<file path="src/rtl/uart_tx_arbiter.sv">
// Round-robin arbiter that shares one 8N1 UART transmitter among N_REQ byte sources.
// Each accepted byte holds o_tx_dv/o_tx_data for exactly one frame, followed by a gap.
module uart_tx_arbiter #(
    parameter int N_REQ        = 4,
    parameter int CLKS_PER_BIT = 87,
    parameter int GAP_CLKS     = 1
) (
    input  logic                     i_clk,
    input  logic                     i_rst_n,
    input  logic [N_REQ-1:0]         i_req_valid,
    input  logic [8*N_REQ-1:0]       i_req_data,
    output logic [N_REQ-1:0]         o_req_ready,
    output logic                     o_tx_dv,
    output logic [7:0]               o_tx_data,
    output logic [$clog2(N_REQ)-1:0] o_grant_id,
    output logic                     o_busy,
    output logic                     o_frame_done
);
    localparam int FRAME_CLKS = 10 * (CLKS_PER_BIT + 1);
    localparam int ID_W       = $clog2(N_REQ);
    localparam int CNT_W      = $clog2(FRAME_CLKS + 1);
    localparam logic [CNT_W-1:0] FRAME_LAST = CNT_W'(FRAME_CLKS - 1);
    localparam logic [CNT_W-1:0] GAP_LAST   = CNT_W'(GAP_CLKS - 1);

    typedef enum logic [1:0] {S_FLUSH, S_IDLE, S_SEND, S_GAP} state_t;

    state_t            state_q, state_d;
    logic [CNT_W-1:0]  cnt_q, cnt_d;
    logic [ID_W-1:0]   ptr_q, ptr_d;
    logic              tx_dv_q, tx_dv_d;
    logic [7:0]        tx_data_q, tx_data_d;
    logic [ID_W-1:0]   grant_q, grant_d;
    logic              frame_done_q, frame_done_d;

    logic              found;
    logic [ID_W-1:0]   winner;
    logic [ID_W:0]     idx;

    // Rotating priority search starting at the pointer, wrapping modulo N_REQ.
    always_comb begin
        found  = 1'b0;
        winner = '0;
        idx    = '0;
        for (int i = 0; i < N_REQ; i++) begin
            idx = {1'b0, ptr_q} + (ID_W+1)'(i);
            if (idx >= (ID_W+1)'(N_REQ)) begin
                idx = idx - (ID_W+1)'(N_REQ);
            end
            if (!found && i_req_valid[idx[ID_W-1:0]]) begin
                found  = 1'b1;
                winner = idx[ID_W-1:0];
            end
        end
    end

    always_comb begin
        state_d      = state_q;
        cnt_d        = cnt_q;
        ptr_d        = ptr_q;
        tx_dv_d      = 1'b0;
        tx_data_d    = tx_data_q;
        grant_d      = grant_q;
        frame_done_d = 1'b0;
        o_req_ready  = '0;
        case (state_q)
            S_FLUSH: begin
                if (cnt_q == FRAME_LAST) begin
                    state_d = S_IDLE;
                    cnt_d   = '0;
                end else begin
                    cnt_d = cnt_q + 1'b1;
                end
            end
            S_IDLE: begin
                if (found) begin
                    o_req_ready[winner] = 1'b1;
                    tx_data_d = i_req_data[{winner, 3'b000} +: 8];
                    grant_d   = winner;
                    ptr_d     = (winner == ID_W'(N_REQ - 1)) ? '0 : winner + 1'b1;
                    cnt_d     = '0;
                    tx_dv_d   = 1'b1;
                    state_d   = S_SEND;
                end
            end
            S_SEND: begin
                // tx_dv_d tracks the state the register will hold next cycle.
                if (cnt_q == FRAME_LAST) begin
                    state_d      = S_GAP;
                    cnt_d        = '0;
                    frame_done_d = 1'b1;
                end else begin
                    cnt_d   = cnt_q + 1'b1;
                    tx_dv_d = 1'b1;
                end
            end
            S_GAP: begin
                if (cnt_q == GAP_LAST) begin
                    state_d = S_IDLE;
                    cnt_d   = '0;
                end else begin
                    cnt_d = cnt_q + 1'b1;
                end
            end
            default: state_d = S_FLUSH;
        endcase
    end

    always_ff @(posedge i_clk or negedge i_rst_n) begin
        if (!i_rst_n) begin
            state_q      <= S_FLUSH;
            cnt_q        <= '0;
            ptr_q        <= '0;
            tx_dv_q      <= 1'b0;
            tx_data_q    <= '0;
            grant_q      <= '0;
            frame_done_q <= 1'b0;
        end else begin
            state_q      <= state_d;
            cnt_q        <= cnt_d;
            ptr_q        <= ptr_d;
            tx_dv_q      <= tx_dv_d;
            tx_data_q    <= tx_data_d;
            grant_q      <= grant_d;
            frame_done_q <= frame_done_d;
        end
    end

    assign o_tx_dv      = tx_dv_q;
    assign o_tx_data    = tx_data_q;
    assign o_grant_id   = grant_q;
    assign o_frame_done = frame_done_q;
    assign o_busy       = (state_q != S_IDLE);

endmodule

</file>
<file path="config.mk">
export PLATFORM = sky130hd
export DESIGN_NAME = uart_tx_arbiter
export DESIGN_NICKNAME = d
export VERILOG_FILES = /design/src/rtl/uart_tx_arbiter.sv
export SDC_FILE = /design/constraint.sdc
export NUM_CORES = 1
export LEC_CHECK = 0
export CORE_ASPECT_RATIO = 1.5
export CORE_MARGIN = 2
export CORE_UTILIZATION = 50
export DETAILED_ROUTE_END_ITERATION = 10
export GPL_TIMING_DRIVEN = 1
export PLACE_DENSITY = 0.85
export RECOVER_POWER = 100
export SETUP_SLACK_MARGIN = 0.5
export SLEW_MARGIN = 5
export SYNTH_ARGS = -nofsm -noshare
export SYNTH_HDL_FRONTEND = slang
export SYNTH_SLANG_ARGS = --single-unit
</file>
<file path="constraint.sdc">
create_clock -name i_clk -period 4.7 [get_ports i_clk]
set_input_delay 1.175 -clock i_clk [delete_from_list [all_inputs] [get_ports i_clk]]
set_output_delay 1.175 -clock i_clk [all_outputs]
set_load 0.03 [all_outputs]
</file>
==> flow_summary.toml <==
[timing]
setup_viol = 0
finalCritPeriodShare_pct = 89.2
finalClockSkew_ns = 0.00254
rsz0062_at_grt = "no"
fmax_mhz = 238
setup_ws_ns = 0.507
tightest_slew_ns = 1.05
whs_ns = 0.484
drv_slew = 0
relSlewSlack_pct = 30.0
hold_viol = 0
fin_tns_setup_ns = 0
period_needed_ns = 4.19

[layout]
areaGrowthSynthToFinish_pct = 33.5
final_layout_size_suffix_gt1_share_pct = 7.60
fin_util_pct = 69.3
insertedDiodeCount = 0
nets = 298
nFillCells = 276

[logic_synthesis]
synth_area_um2 = 1770
yosysSeqAreaShare_pct = 36.7
synth.distinct_cells = 45
ys_ff_latch = 26
synth_edf_count = 0
synth_top_area_share_pct = 36.7
synthTopCellsByArea = "dfrtp_1 37%, nand2_1 6.1%, ha_1 5.6%"
synth_async_sr_flop_share_pct = 100
synth_fp_nets = 238
ys_dominant_reg_cell = "dfrtp_1"
synthCells = 192
yosys_warnings = 0
yosys.area.top_type = "dfrtp_1"
syn_area_per_cell_um2 = 9.23

[clock_network]
numCtsBuffers = 3
ctsLongestPathBuffers = 2
cts_tree = "yes"
clock_latency_ns = 0.26
ctsHtreeMaxLevel = 1
cts.sinks = 26
path_clk_slew_ns = 0.08
hold_buffers = 0
cts-root-buf = "clkbuf_8"

[grt]
track_usage_pct = 23.4
grt-ovfl-total = 0
grt_first_pass_wirelength_um = 7420
grt_max_degree = 25
antenna_found_initial = 0
grt_pass1_vias = 1706

[place]
place_congestion = 0.799
dp_hpwl_um = 3610
portBuffers = 54
pre_cts_ws_ns = 0.350

[worst_setup_path]
crit_fanout = 12
path_cells = "dlygate4sd3_1 -> nor3b_1 -> a211oi_1 -> nor2_1 -> buf_4 -> ha_1 -> and2_1 -> clkbuf_1"
cp_data_arrival_time_ns = 3.02
critPathRequiredTime_ns = 3.52
critPathKind = "primary input to primary output"
cp-start-kind = "primary input"
rr_startpoint = "cnt_q[0]$_DFFE_PN0P_"
r2r_slack_ns = 2.63
slowest_delay_ns = 0.61
reg2reg_depth = 7
reg2reg_to = "cnt_q[6]$_DFFE_PN0P_"
critPathCaptureType = "primary output"
crit_slowest_cell = "dlygate4sd3_1"

[power_and_ir_drop]
p_leak_uw = 0.00101
powerDensity_nw_per_um2 = 198
peakVddDrop_uv = 206
finalPower_uw = 470

[floorplanning]
die_w_um = 52.6
die_y_um = 76.9
dieArea_um2 = 4050
fp-row-count = 26
io_pins = 55
fp.coreArea_um2 = 3420
start_util_pct = 51.9

[hold_path]
min_from = "o_grant_id[1]$_DFFE_PN0P_"
hold_depth = 2
hp-class = "flop to flop"
hold_end = "o_grant_id[1]$_DFFE_PN0P_"

[detailed_routing]
drtAntennaViolNets = 0
wl_per_cell_um = 15.5
vias = 1723
drt-pass1-iter-count = 4
dr.first_iter.drc_count = 51
route.detailed.drc = 0
viasPerCell = 5.90
finalWirelength_um = 4530

[job]
cap_violations = 0

[run_status]
outcome = "finished clean"
==> cell type report <==
type                            count  area (µm²)  share of cell area, %
Inverter                            7        26.3                   1.11
Sequential cell                    26         651                   27.5
Tap cell                           42        52.6                   2.22
Timing Repair Buffer               62         572                   24.2
Clock buffer                        3        41.3                   1.74
Multi-Input combinational cell    152        1020                   43.3
==> placed cells by master (no fill, tap or decap), types with 8 or more instances in the layout <==
master,count
dlygate4sd3_1,15
nor2_1,10
dfrtp_1,26
nand2_1,30
mux2i_1,8
clkdlybuf4s50_1,34
o211ai_1,8
ha_1,8
nand3_1,8
==> logic make-up (layout without fill, tap and decap cells) <==
family	Yosys count	in the layout	synth area share [%]
flops	26	26	36.7
compound gates	51	51	23.9
buf+inv	14	72	4.02
simple gates	85	85	25.2
mux	8	8	4.52
fa+ha+maj	8	8	5.65
==> stage by stage <==
| step | cells | area [µm²] |
|---|---|---|
| finish | 292 | 2370 |
| global route | 292 | 2370 |
| CTS | 292 | 2410 |
| detailed placement | 289 | 2370 |
| global placement | 289 | 2370 |
| floorplan | 192 | 1770 |
==> flip-flops by register name, indices dropped and copies added (netlist names) <==
name,cells
cnt_q,10
o_tx_data,8
o_grant_id,2
ptr_q,2
state_q,2
o_frame_done,1
o_tx_dv,1
==> synth_stat cells, types with 5 or more instances <==
master / count
o31ai_1: 7
nand2_1: 29
mux2i_1: 8
nand2b_1: 5
nor2_1: 10
or3_1: 7
dfrtp_1: 26
nand4_1: 7
o21ai_1: 7
a211o_1: 7
nand3_1: 8
o211ai_2: 5
ha_1: 8
inv_1: 7
==> metal layers <==
metal,vias up,part of all wire [%],GRT usage (%)
met2,69,50,40.4
met3,7,8.5,3.50
met1,815,40,28.8
li1,832,-,-
met5,-,0,0
met4,0,1.6,7.69
==> power breakdown <==
part	internal (µW)	total [µW]	switching [µW]
Clock	57.3	120	62.9
Sequential	229	234	4.76
Combinational	58.3	116	57.2
==> critical path: cells and delay by family <==
kind	cells	cell delay [ns]
AOI/OAI and AO/OA	1	0.07
adders and majority gates	1	0.15
buffers and inverters	3	1.14
and+or+nand+nor	3	0.47
==> how the worst max path moves through the flow <==
stage / from / slack [ns] / cells past startpoint / endpoint
floorplan: i_req_valid[3] / 0.81 / 6 / o_req_ready[1]
global placement: i_req_valid[3] / 0.37 / 6 / o_req_ready[0]
detailed placement: i_req_valid[3] / 0.35 / 6 / o_req_ready[0]
CTS: i_req_valid[3] / 0.52 / 8 / o_req_ready[3]
global route: i_req_valid[1] / 0.39 / 8 / o_req_ready[3]
finish: i_req_valid[1] / 0.51 / 8 / o_req_ready[3]
==> timing repair <==
item | 4_1_cts | 5_1_grt
resized for setup | 2 | 1
endpoints found under the hold margin | 0 | 0
setup endpoints to repair | 3 | 2
buffers inserted | 0 | 0
Power figures use the tool's default switching activity.
